$ cat src/rtl/uart_frame_tx_if.sv
// Byte-fetch and serial-line bundle for the frame transmitter.
// master drives start/rd_data; slave is the transmitter itself.
interface uart_frame_tx_if #(
    parameter int IDX_W = 6
) ();
    logic             start;
    logic [7:0]       rd_data;
    logic [IDX_W-1:0] rd_idx;
    logic             tx;
    logic             busy;
    logic             done;

    modport master (
        output start, rd_data,
        input  rd_idx, tx, busy, done
    );

    modport slave (
        input  start, rd_data,
        output rd_idx, tx, busy, done
    );
endinterface

$ cat src/rtl/uart_frame_tx.sv
// UART 8N1 frame transmitter: sends bank bytes 0..FRAME_LEN-1 LSB-first.
// Define UART_FRAME_TX_SYNC_EN to prefix each frame with a 0xA5 sync byte.
module uart_frame_tx #(
    parameter int CLKS_PER_BIT = 217,
    parameter int FRAME_LEN    = 55,
    parameter int IDX_W        = 6
) (
    input  logic          clk,
    input  logic          reset,
    uart_frame_tx_if.slave bus
);
    localparam int BW = (CLKS_PER_BIT > 1) ? $clog2(CLKS_PER_BIT) : 1;
    localparam logic [BW-1:0]    BAUD_MAX = BW'(CLKS_PER_BIT - 1);
    localparam logic [IDX_W-1:0] IDX_LAST = IDX_W'(FRAME_LEN - 1);

    typedef enum logic [2:0] {
        S_IDLE,
        S_LOAD,
        S_START,
        S_DATA,
`ifdef UART_FRAME_TX_SYNC_EN
        S_STOP,
        S_SYNC
`else
        S_STOP
`endif
    } state_t;

    state_t           state_q, state_d;
    logic [BW-1:0]    baud_q, baud_d;
    logic [2:0]       bit_q, bit_d;
    logic [7:0]       shift_q, shift_d;
    logic [IDX_W-1:0] idx_q, idx_d;
    logic             tx_q, tx_d;
    logic             busy_q, busy_d;
    logic             done_q, done_d;
`ifdef UART_FRAME_TX_SYNC_EN
    logic             sync_q, sync_d;
`endif
    logic             baud_last;

    assign baud_last  = (baud_q == BAUD_MAX);
    assign bus.rd_idx = idx_q;
    assign bus.tx     = tx_q;
    assign bus.busy   = busy_q;
    assign bus.done   = done_q;

    // State and datapath registers; reset drops the line high at once.
    always_ff @(posedge clk or negedge reset) begin
        if (!reset) begin
            state_q <= S_IDLE;
            baud_q  <= '0;
            bit_q   <= '0;
            shift_q <= '0;
            idx_q   <= '0;
            tx_q    <= 1'b1;
            busy_q  <= 1'b0;
            done_q  <= 1'b0;
`ifdef UART_FRAME_TX_SYNC_EN
            sync_q  <= 1'b0;
`endif
        end else begin
            state_q <= state_d;
            baud_q  <= baud_d;
            bit_q   <= bit_d;
            shift_q <= shift_d;
            idx_q   <= idx_d;
            tx_q    <= tx_d;
            busy_q  <= busy_d;
            done_q  <= done_d;
`ifdef UART_FRAME_TX_SYNC_EN
            sync_q  <= sync_d;
`endif
        end
    end

    // Next-state logic; tx is derived from the next state so it is registered.
    always_comb begin
        state_d = state_q;
        baud_d  = baud_q;
        bit_d   = bit_q;
        shift_d = shift_q;
        idx_d   = idx_q;
        busy_d  = busy_q;
        done_d  = 1'b0;
        tx_d    = 1'b1;
`ifdef UART_FRAME_TX_SYNC_EN
        sync_d  = sync_q;
`endif
        unique case (state_q)
            S_IDLE: begin
                busy_d = 1'b0;
                // the done cycle itself never accepts a new request
                if (bus.start && !done_q) begin
                    idx_d  = '0;
                    busy_d = 1'b1;
                    baud_d = '0;
                    bit_d  = '0;
`ifdef UART_FRAME_TX_SYNC_EN
                    state_d = S_SYNC;
`else
                    state_d = S_LOAD;
`endif
                end
            end
`ifdef UART_FRAME_TX_SYNC_EN
            S_SYNC: begin
                shift_d = 8'hA5;
                sync_d  = 1'b1;
                baud_d  = '0;
                state_d = S_START;
            end
`endif
            S_LOAD: begin
                shift_d = bus.rd_data;
                baud_d  = '0;
                state_d = S_START;
            end
            S_START: begin
                if (baud_last) begin
                    baud_d  = '0;
                    bit_d   = '0;
                    state_d = S_DATA;
                end else begin
                    baud_d = baud_q + BW'(1);
                end
            end
            S_DATA: begin
                if (baud_last) begin
                    baud_d  = '0;
                    shift_d = {1'b0, shift_q[7:1]};
                    if (bit_q == 3'd7) begin
                        state_d = S_STOP;
                    end else begin
                        bit_d = bit_q + 3'd1;
                    end
                end else begin
                    baud_d = baud_q + BW'(1);
                end
            end
            S_STOP: begin
                if (baud_last) begin
                    baud_d = '0;
`ifdef UART_FRAME_TX_SYNC_EN
                    if (sync_q) begin
                        sync_d  = 1'b0;
                        state_d = S_LOAD;
                    end else
`endif
                    if (idx_q == IDX_LAST) begin
                        idx_d   = '0;
                        busy_d  = 1'b0;
                        done_d  = 1'b1;
                        state_d = S_IDLE;
                    end else begin
                        idx_d   = idx_q + IDX_W'(1);
                        state_d = S_LOAD;
                    end
                end else begin
                    baud_d = baud_q + BW'(1);
                end
            end
            default: state_d = S_IDLE;
        endcase
        unique case (state_d)
            S_START: tx_d = 1'b0;
            S_DATA:  tx_d = shift_d[0];
            default: tx_d = 1'b1;
        endcase
    end
endmodule
$ cat src/flat_wrapper.sv
// flat-port wrapper written by rule: the top's interface ports become plain ports
module uart_frame_tx_flat 
#(
    parameter int CLKS_PER_BIT = 217,
    parameter int FRAME_LEN    = 55,
    parameter int IDX_W        = 6
)
  (clk, reset, bus_start, bus_rd_data, bus_rd_idx, bus_tx, bus_busy, bus_done);
  uart_frame_tx_if #(.IDX_W(IDX_W)) bus_i ();
  input  logic clk;
  input  logic reset;
  input wire logic [$bits(bus_i.start)-1:0] bus_start;
  input wire logic [$bits(bus_i.rd_data)-1:0] bus_rd_data;
  output wire logic [$bits(bus_i.rd_idx)-1:0] bus_rd_idx;
  output wire logic [$bits(bus_i.tx)-1:0] bus_tx;
  output wire logic [$bits(bus_i.busy)-1:0] bus_busy;
  output wire logic [$bits(bus_i.done)-1:0] bus_done;
  assign bus_i.start = bus_start;
  assign bus_i.rd_data = bus_rd_data;
  assign bus_rd_idx = bus_i.rd_idx;
  assign bus_tx = bus_i.tx;
  assign bus_busy = bus_i.busy;
  assign bus_done = bus_i.done;
  uart_frame_tx #(.CLKS_PER_BIT(CLKS_PER_BIT), .FRAME_LEN(FRAME_LEN), .IDX_W(IDX_W)) u_core (.clk(clk), .reset(reset), .bus(bus_i));
endmodule
$ cat config.mk
export PLATFORM = sky130hd
export DESIGN_NAME = uart_frame_tx_flat
export DESIGN_NICKNAME = d
export VERILOG_FILES = /design/src/rtl/uart_frame_tx_if.sv /design/src/rtl/uart_frame_tx.sv /design/src/flat_wrapper.sv
export SDC_FILE = /design/constraint.sdc
export NUM_CORES = 1
export LEC_CHECK = 0
export ABC_AREA = 1
export BUFFER_PORTS_ARGS = -buffer_cell sky130_fd_sc_hd__buf_2
export CAP_MARGIN = 20
export CORE_ASPECT_RATIO = 0.75
export CORE_UTILIZATION = 57
export DETAILED_ROUTE_END_ITERATION = 6
export GPL_TIMING_DRIVEN = 0
export PLACE_DENSITY = 0.78
export SLEW_MARGIN = 10
export SYNTH_ARGS = -nofsm -noshare
export SYNTH_HDL_FRONTEND = slang
export SYNTH_SLANG_ARGS = --single-unit
$ cat constraint.sdc
create_clock -name clk -period 1.73 [get_ports clk]
set_input_delay 0.173 -clock clk [delete_from_list [all_inputs] [get_ports clk]]
set_output_delay 0.173 -clock clk [all_outputs]
set_load 0.01 [all_outputs]
==> flow_summary.json, run 1 <==
{
  "cts_inserted_buffers": 5,
  "grt_max_degree": 32,
  "htreeDepth": 2,
  "crit_start": "u_core.baud_q[1]",
  "dr.pass1.iters": 4,
  "synth_area_leaders": "dfrtp_1 (43%), nand2_1 (11%), nand3_1 (5.4%)",
  "hpwl_um": 2501,
  "syn-num-nets": 231,
  "drt.antenna.violating_nets": 0,
  "irDropWorstVdd_uv": 458.9,
  "yosys.area_share.simple_pct": 35.83,
  "cts_tree": "built",
  "setup_viol": 0,
  "layout-drive-gt1-share_pct": 24.90,
  "yosys.area_share.adder_pct": 4.274,
  "synth_cell_type_count": 33,
  "grt_pass1_vias": 1286,
  "critPathMaxFanout": 7,
  "synth_top_family_by_area": "simple AND/OR/NAND/NOR gates",
  "synth_mux_area_share_pct": 0,
  "ys_seq_area_share_pct": 44.23,
  "num_vias": 1504,
  "place_ws_ns": 0.03168,
  "antenna_cells": 0,
  "drv_cap": 0,
  "wl_um": 3547,
  "grt_pass1_wl_um": 5947,
  "antenna_found_initial": 0,
  "pin_count": 20,
  "route.detailed.drc": 0,
  "numClockSinks": 31,
  "first_iter_violations": 116,
  "nets": 261,
  "placedCellCount": 271,
  "fmax_mhz": 632.1,
  "clk_path_buf_depth": 2,
  "wl_per_cell_um": 12.53,
  "clock_latency_ns": 0.28,
  "rsz0062_at_grt": "false",
  "grt_use_total_pct": 24.64,
  "initial_core_util_pct": 59.85,
  "final_hold_viol_count": 0,
  "powerDensity_nw_per_um2": 650.8,
  "hold_start": "bus_rd_data[1]",
  "criticalPathCategory": "reg2reg",
  "syn_area_um2": 1757,
  "reg2reg_from": "u_core.baud_q[1]",
  "worst_slack_ns": 0.1479,
  "die_area_um2": 3310,
  "synth_edf_count": 0,
  "synth_compound_gate_area_share_pct": 8.903,
  "die_w_um": 66.11,
  "period_share_pct": 91.45,
  "cp-start-kind": "flip-flop",
  "rows": 17,
  "tightest_slew_ns": 0.6740,
  "skew_ns": 0.008573,
  "ys_ff_latch": 31,
  "core_area_um2": 2935,
  "cp_data_arrival_time_ns": 1.76,
  "fin_setup_tns_ns": 0,
  "overflow": 0,
  "clkTransAtPathRegs_ns": 0.07,
  "synthCells": 214,
  "relSlewSlack_pct": 55.07,
  "synth_ff_type": "dfrtp_1",
  "synth_warnings": 0,
  "hp-class": "in2reg",
  "synth.top_cell.area_share_pct": 42.74,
  "avgSynthCellArea_um2": 8.209,
  "endpoint_kind": "flip-flop",
  "fin_crit_ns": 1.582,
  "cts_root_buffer": "clkbuf_8",
  "required_ns": 1.91,
  "final_cells": 283,
  "port_buffers": 19,
  "p_leak_nw": 1.042,
  "synthXorXnorAreaFrac_pct": 0.4986,
  "fp.dieH_um": 50.08,
  "area_growth_pct": 15.24,
  "whs_ns": 0.1083,
  "outcome": "finished clean",
  "vias_per_cell": 5.314,
  "async_flop_share_pct": 100.0,
  "gp_congestion": 0.7743,
  "slew_violations": 0,
  "synth_top_area_cell": "dfrtp_1"
}
## per-stage QoR
step	cell area (um2)	total power, mW	utilization, %
6_report	2024	1.317	68.97
5_1_grt	2024	1.372	68.97
4_1_cts	1991	1.326	67.82
3_5_place_dp	1899	0.7909	64.71
3_3_place_gp	1899	0.7899	64.71
2_1_floorplan	1757	0.7622	-
## cells in the mapped netlist, types with 4 or more instances
cell,number
inv_1,18
ha_1,6
nand2_1,53
nand3_1,19
inv_2,5
o21ai_1,5
o21ai_0,16
nor2_1,12
dfrtp_1,30
nand4_1,14
nand2_4,4
nand2_2,6
## flip-flops by register name, indices dropped and copies added, names as in the netlist
name	flops
u_core.bus.rd_idx	6
u_core.state_q	3
u_core.bit_q	3
u_core.bus.done	1
u_core.shift_q	8
u_core.baud_q	8
u_core.bus.busy	1
u_core.bus.tx	1
## cell families after synthesis
group,Yosys count
compound gates,28
simple gates,122
fa+ha+maj,6
xor+xnor,1
buf+inv,26
flops,31
## per-layer routing
layer,global-route usage [%],routed length (um),up-vias
met5,0,0,-
met4,10.28,51,0
met3,7.176,130,7
met2,32.31,1481,29
met1,37.11,1885,690
li1,-,-,778
## what timing repair did
item / in CTS / in global routing
setup buffers: 0 / 3
hold endpoints to repair: 30 / 0
endpoints found under the setup margin: 0 / 15
hold buffers: 1 / 0
gates resized for setup: 0 / 4
## placed cells by master (no fill, tap or decap), types with 2 or more instances in the layout
master    count
nand2_1      50
dfrtp_1      30
nand3_1      19
buf_2        19
inv_1        18
o21ai_0      16
nand4_1      14
nor2_1       12
nand2_2       9
ha_1          6
inv_2         5
clkbuf_8      5
nand2_4       4
buf_4         4
o21ai_1       4
nor2_4        3
nor3_1        3
nor2_2        2
clkinv_2      2
clkbuf_1      2
## where the power goes
| part | leakage (nW) | internal, mW | switching, mW | total (mW) |
|---|---|---|---|---|
| clock | 0.0422 | 0.282 | 0.258 | 0.539 |
| combinational | 0.624 | 0.0149 | 0.0234 | 0.0383 |
| sequential | 0.375 | 0.735 | 0.00524 | 0.740 |
## worst max-delay path, stage by stage, from the launching register on
cell and delay, ns:
dfrtp_1 0.40, inv_1 0.09, ha_1 0.17, nand2_2 0.09
nor2_8 0.11, nand2_4 0.06, nand2_2 0.12, nand2_4 0.09
clkinv_2 0.10, o21ai_0 0.08, and2_1 0.15
## path summary, 6_finish.rpt
path,to,cells past startpoint,slack (ns)
max,u_core.bus.rd_idx[3],10,0.15
min,u_core.shift_q[1],3,0.11
max reg2reg,u_core.bus.rd_idx[3],10,0.15
min reg2reg,u_core.shift_q[1],2,0.48
max in group asynchronous,u_core.bus.rd_idx[1],2,0.82
min in group asynchronous,u_core.bus.rd_idx[3],2,0.46
## layout make-up
cell class	instances	area, um2
Tap cell	38	47.55
Fill cell	229	910.9
Sequential cell	31	777.0
Multi-Input combinational cell	157	880.8
Clock inverter	1	5.005
Buffer	2	18.77
Inverter	24	91.34
Clock buffer	7	76.32
Timing Repair Buffer	23	127.6
Note: power is estimated with default switching activity, not from simulation.
==> inputs of run 2 (changes only) <==
--- a/config.mk
+++ b/config.mk
@@ -9,6 +9,7 @@
 export BUFFER_PORTS_ARGS = -buffer_cell sky130_fd_sc_hd__buf_2
 export CAP_MARGIN = 20
 export CORE_ASPECT_RATIO = 0.75
+export CORE_MARGIN = 5
 export CORE_UTILIZATION = 57
 export DETAILED_ROUTE_END_ITERATION = 6
 export GPL_TIMING_DRIVEN = 0
==> run 2 against run 1 <==
Clock-buffer cell count is 1 higher. Design area up 0.68%. Sequential power about the same. Via count up 2.3%. Hold slack got worse by 0.0059 ns. Combinational power hardly changed. Clock power up 17%. Global-route usage is 4.6 points lower. Utilization hardly changed. Largest cell class unchanged. Largest power group unchanged.
==> flow_summary.json, run 2 (synthesis gave the netlist of run 1 again) <==
{
  "p_sw_share_pct": 21.00,
  "p_int_mw": 1.112,
  "first_iter_violations": 100,
  "use_met1_pct": 26.85,
  "cp-start-kind": "flip-flop",
  "outcome": "finished clean",
  "initial_core_util_pct": 59.42,
  "cp_data_arrival_time_ns": 1.80,
  "endpoint_kind": "flip-flop",
  "num_vias": 1539,
  "p_comb_share_pct": 2.7,
  "clkTransAtPathRegs_ns": 0.07,
  "die_w_um": 74.11,
  "setup_viol": 0,
  "numClockSinks": 31,
  "fin_crit_ns": 1.638,
  "grt_use_met2_pct": 28.79,
  "rsz0062_at_grt": "false",
  "whs_ns": 0.1024,
  "relSlewSlack_pct": 53.26,
  "postLayoutCellArea_um2": 2038,
  "placedCellCount": 271,
  "critPathMaxFanout": 10,
  "gp_congestion": 0.7886,
  "skew_ns": 0.008117,
  "whs_path_depth": 3,
  "grt_use_total_pct": 20.02,
  "hpwl_um": 2590,
  "pin_count": 20,
  "drt.antenna.violating_nets": 0,
  "route.detailed.drc": 0,
  "p_leak_nw": 1.040,
  "grt_pass1_wl_um": 6479,
  "dpl_cell_area_um2": 1899,
  "tightest_slew_ns": 0.7012,
  "period_share_pct": 94.69,
  "area_growth_pct": 16.03,
  "criticalPathCategory": "reg2reg",
  "clock_latency_ns": 0.29,
  "layout_commonest_cell": "nand2_1",
  "cts_inserted_buffers": 5,
  "grt_max_degree": 32,
  "htreeDepth": 2,
  "layout-drive-gt1-share_pct": 24.69,
  "final_cell_mix": "nand2_1 (51), dfrtp_1 (30), nand3_1 (19), buf_2 (19), inv_1 (17)",
  "post-route-util_pct": 68.94,
  "grt.busiest_layer": "met2",
  "p_sw_mw": 0.2957,
  "cts_tree": "built",
  "place_ws_ns": 0.03709,
  "seqPwrFrac_pct": 52.6,
  "wl_per_cell_um": 13.74,
  "port_buffers": 19,
  "hp-class": "in2reg",
  "fp.dieH_um": 58.08,
  "drv_cap": 0,
  "reg2reg_depth": 10,
  "antenna_cells": 0,
  "final_hold_viol_count": 0,
  "clk_path_buf_depth": 2,
  "worst_slack_ns": 0.09189,
  "cts_root_buffer": "clkbuf_8",
  "p_total_mw": 1.408,
  "fin_setup_tns_ns": 0,
  "powerDensity_nw_per_um2": 690.8,
  "use_met3_pct": 7.452,
  "vias_per_cell": 5.477,
  "clock_power_share_pct": 44.7,
  "fmax_mhz": 610.5,
  "slew_violations": 0,
  "dr.pass1.iters": 4,
  "core_area_um2": 2957,
  "grt_pass1_vias": 1430,
  "antenna_found_initial": 0,
  "wl_um": 3862,
  "nets": 259,
  "irDropWorstVdd_uv": 660.8,
  "rows": 17,
  "required_ns": 1.89,
  "final_cells": 281,
  "overflow": 0,
  "die_area_um2": 4304
}
==> run 2: changes by cell type in the layout (fill, tap and decap cells not counted) <==
cell and delta:
buf_12 +1, nand2_2 -1, clkinv_2 -1, nand2_1 +1, buf_4 -3, clkbuf_8 +2, inv_2 +1, clkbuf_1 -1
inv_1 -1
==> run 2: critical path: stages, from the launching register on <==
cell	delay, ns
dfrtp_1	0.43
inv_1	0.08
ha_1	0.14
nand2_1	0.12
nor2_8	0.14
nand2_4	0.07
buf_6	0.16
nand3_1	0.08
nand3_2	0.14
nand2_1	0.09
o21ai_1	0.07
==> run 2: layout make-up <==
class,count,area [um2]
sequential,31,777.0
timing repair buffer,21,125.1
buffer,2,18.77
multi-input combinational,157,878.3
inverter,24,91.34
tap,38,47.55
clock buffer,8,100.1
fill,237,918.4
==> run 2: per-layer routing <==
layer	vias up	wire (um)
met5	-	0
met4	0	63
met3	8	250
met2	57	1739
met1	705	1808
li1	769	-
==> run 2: power by group through the flow <==
stage	clock network, mW	logic (mW)	registers (mW)
3_3_place_gp	0	0.0366	0.753
5_1_grt	0.672	0.0454	0.741
6_report	0.629	0.0386	0.740
4_1_cts	0.643	0.0393	0.740
2_1_floorplan	0	0.0105	0.752
3_5_place_dp	0	0.0379	0.752
==> run 2: final timing paths <==
check,from,end,slack (ns)
max,u_core.baud_q[0],u_core.bit_q[2],0.09
min,bus_rd_data[5],u_core.shift_q[5],0.10
max reg2reg,u_core.baud_q[0],u_core.bit_q[2],0.09
min reg2reg,u_core.shift_q[6],u_core.shift_q[6],0.49
max in group asynchronous,reset,u_core.shift_q[4],0.78
min in group asynchronous,reset,u_core.bus.rd_idx[1],0.50
==> run 2: repair_timing <==
item                                    4_1_cts  5_1_grt
hold buffers                                  1        0
endpoints found under the hold margin        30        0
gates resized for setup                       0        4
buffers inserted                              0        1
endpoints found under the setup margin        0        9
==> inputs of run 3 (changes only) <==
--- a/config.mk
+++ b/config.mk
@@ -10,10 +10,10 @@
 export CAP_MARGIN = 20
 export CORE_ASPECT_RATIO = 0.75
 export CORE_MARGIN = 5
-export CORE_UTILIZATION = 57
+export CORE_UTILIZATION = 60
 export DETAILED_ROUTE_END_ITERATION = 6
 export GPL_TIMING_DRIVEN = 0
-export PLACE_DENSITY = 0.78
+export PLACE_DENSITY = 0.82
 export SLEW_MARGIN = 10
 export SYNTH_ARGS = -nofsm -noshare
 export SYNTH_HDL_FRONTEND = slang
==> constraint.sdc (replaced) <==
create_clock -name clk -period 2.1 [get_ports clk]
set_input_delay 0.21 -clock clk [delete_from_list [all_inputs] [get_ports clk]]
set_output_delay 0.21 -clock clk [all_outputs]
set_load 0.01 [all_outputs]
==> run 3 against run 2 <==
Hold slack improved by 0.039 ns. Register-to-register slack improved by 0.30 ns. Utilization rose by 0.74 points. Sequential power fell by 18%. Critical endpoint is now u_core.bus.rd_idx[3].
==> flow_summary.json, run 3 (synthesis gave the netlist of run 1 again) <==
{
  "fin_setup_tns_ns": 0,
  "cts_hold_buf": 1,
  "final_cell_mix": "nand2_1 (53), dfrtp_1 (30), nand3_1 (19), buf_2 (19), inv_1 (18)",
  "grt_max_degree": 32,
  "reg2reg_depth": 10,
  "gp_congestion": 0.8183,
  "hold_start": "bus_rd_data[1]",
  "clkTransAtPathRegs_ns": 0.07,
  "layout-drive-gt1-share_pct": 22.73,
  "antenna_found_initial": 0,
  "wl_um": 3592,
  "crit_top_cell": "nand2_4",
  "pin_count": 20,
  "skew_ns": 0.01014,
  "wl_per_cell_um": 12.83,
  "die_w_um": 72.48,
  "hpwl_um": 2662,
  "grt_pass1_vias": 1392,
  "place_ws_ns": 0.4029,
  "placedCellCount": 271,
  "seqPwrFrac_pct": 54.5,
  "grt_pass1_wl_um": 6389,
  "tightest_slew_ns": 0.6742,
  "fmax_mhz": 584.5,
  "port_buffers": 19,
  "p_int_mw": 0.8813,
  "p_leak_nw": 1.027,
  "slowest_delay_ns": 0.42,
  "irDropWorstVdd_uv": 373.7,
  "drv_cap": 0,
  "final_cells": 280,
  "nFillCells": 244,
  "vias_per_cell": 5.432,
  "first_iter_violations": 102,
  "critPathTopFamily": "simple AND/OR/NAND/NOR gates",
  "die_area_um2": 4121,
  "final_hold_viol_count": 0,
  "criticalPathCategory": "reg2reg",
  "whs_ns": 0.1419,
  "post-route-util_pct": 69.67,
  "powerDensity_nw_per_um2": 559.6,
  "ctsResizeCount": 0,
  "dr.pass1.iters": 4,
  "hp-class": "in2reg",
  "initial_core_util_pct": 61.18,
  "layout_commonest_cell": "nand2_1",
  "required_ns": 2.28,
  "crit_buf_inv": 2,
  "rows": 17,
  "endpoint_kind": "flip-flop",
  "route.detailed.drc": 0,
  "p_comb_share_pct": 2.8,
  "core_area_um2": 2872,
  "seq_area_um2": 777.0,
  "worst_slack_ns": 0.3890,
  "overflow": 0,
  "cts_tree": "built",
  "holdPathEnd": "u_core.shift_q[1]",
  "period_share_pct": 81.48,
  "dpl_cell_area_um2": 1899,
  "cts_inserted_buffers": 5,
  "fp.dieH_um": 56.86,
  "area_growth_pct": 13.89,
  "numClockSinks": 31,
  "clock_power_share_pct": 42.8,
  "reg2reg_from": "u_core.baud_q[0]",
  "r2r_end": "u_core.bus.rd_idx[3]",
  "outcome": "finished clean",
  "drt.antenna.violating_nets": 0,
  "htreeDepth": 2,
  "critPathMaxFanout": 9,
  "postLayoutCellArea_um2": 2001,
  "cts_root_buffer": "clkbuf_8",
  "rsz0062_at_grt": "false",
  "reg2reg_slack_ns": 0.39,
  "cp_data_arrival_time_ns": 1.89,
  "nets": 258,
  "num_vias": 1521,
  "grt_use_total_pct": 19.81,
  "cp-start-kind": "flip-flop",
  "setup_viol": 0,
  "antenna_cells": 0,
  "multi_input_area_um2": 869.6,
  "whs_path_depth": 3,
  "clk_path_buf_depth": 2,
  "clock_latency_ns": 0.28,
  "p_total_mw": 1.120,
  "cts_setup_buffers": 0,
  "p_sw_mw": 0.2383,
  "path_cells": "inv_1, ha_1, nand2_1, nor2_8, nand2_4, nand2_2, nand2_4, clkinv_2, o21ai_0, and2_1",
  "p_sw_share_pct": 21.28,
  "crit_slowest_cell": "dfrtp_1",
  "relSlewSlack_pct": 55.05,
  "fin_crit_ns": 1.711,
  "slew_violations": 0
}
-- run 3: layout make-up --
type	count	share of cell area [%]
clock buffers	7	4.315
well taps	38	2.376
multi-input cells	157	43.46
plain buffers	2	0.9381
repair buffers	20	5.253
inverters	24	4.565
flip-flops and latches	31	38.84
clock inverters	1	0.2502
-- run 3: layer usage --
layer,wire length [um],track usage [%],up-vias
met3,144,4.830,9
met1,1813,28.33,722
met5,0,0,-
met2,1570,28.66,25
met4,64,7.632,0
li1,-,-,765
-- run 3: how the worst max path moves through the flow --
stage | startpoint | to | slack, ns | cells past startpoint
floorplan | u_core.baud_q[0] | u_core.bus.rd_idx[3] | 0.59 | 10
global placement | u_core.baud_q[0] | u_core.bus.rd_idx[3] | 0.43 | 10
detailed placement | u_core.baud_q[0] | u_core.bus.rd_idx[3] | 0.40 | 10
CTS | u_core.baud_q[0] | u_core.bit_q[1] | 0.39 | 10
global route | u_core.baud_q[0] | u_core.bit_q[1] | 0.26 | 10
finish | u_core.baud_q[0] | u_core.bus.rd_idx[3] | 0.39 | 10
-- run 3: tightest hold or removal path: stages --
cell	delay, ns
buf_2	0.07
nand2_1	0.05
nand3_1	0.07
-- run 3: power by group through the flow --
| stage | sequential (mW) | combinational [mW] | clock [mW] |
|---|---|---|---|
| global route | 0.610 | 0.0373 | 0.518 |
| floorplan | 0.619 | 0.00863 | 0 |
| detailed placement | 0.620 | 0.0313 | 0 |
| global placement | 0.620 | 0.0301 | 0 |
| finish | 0.610 | 0.0310 | 0.479 |
| CTS | 0.610 | 0.0324 | 0.490 |
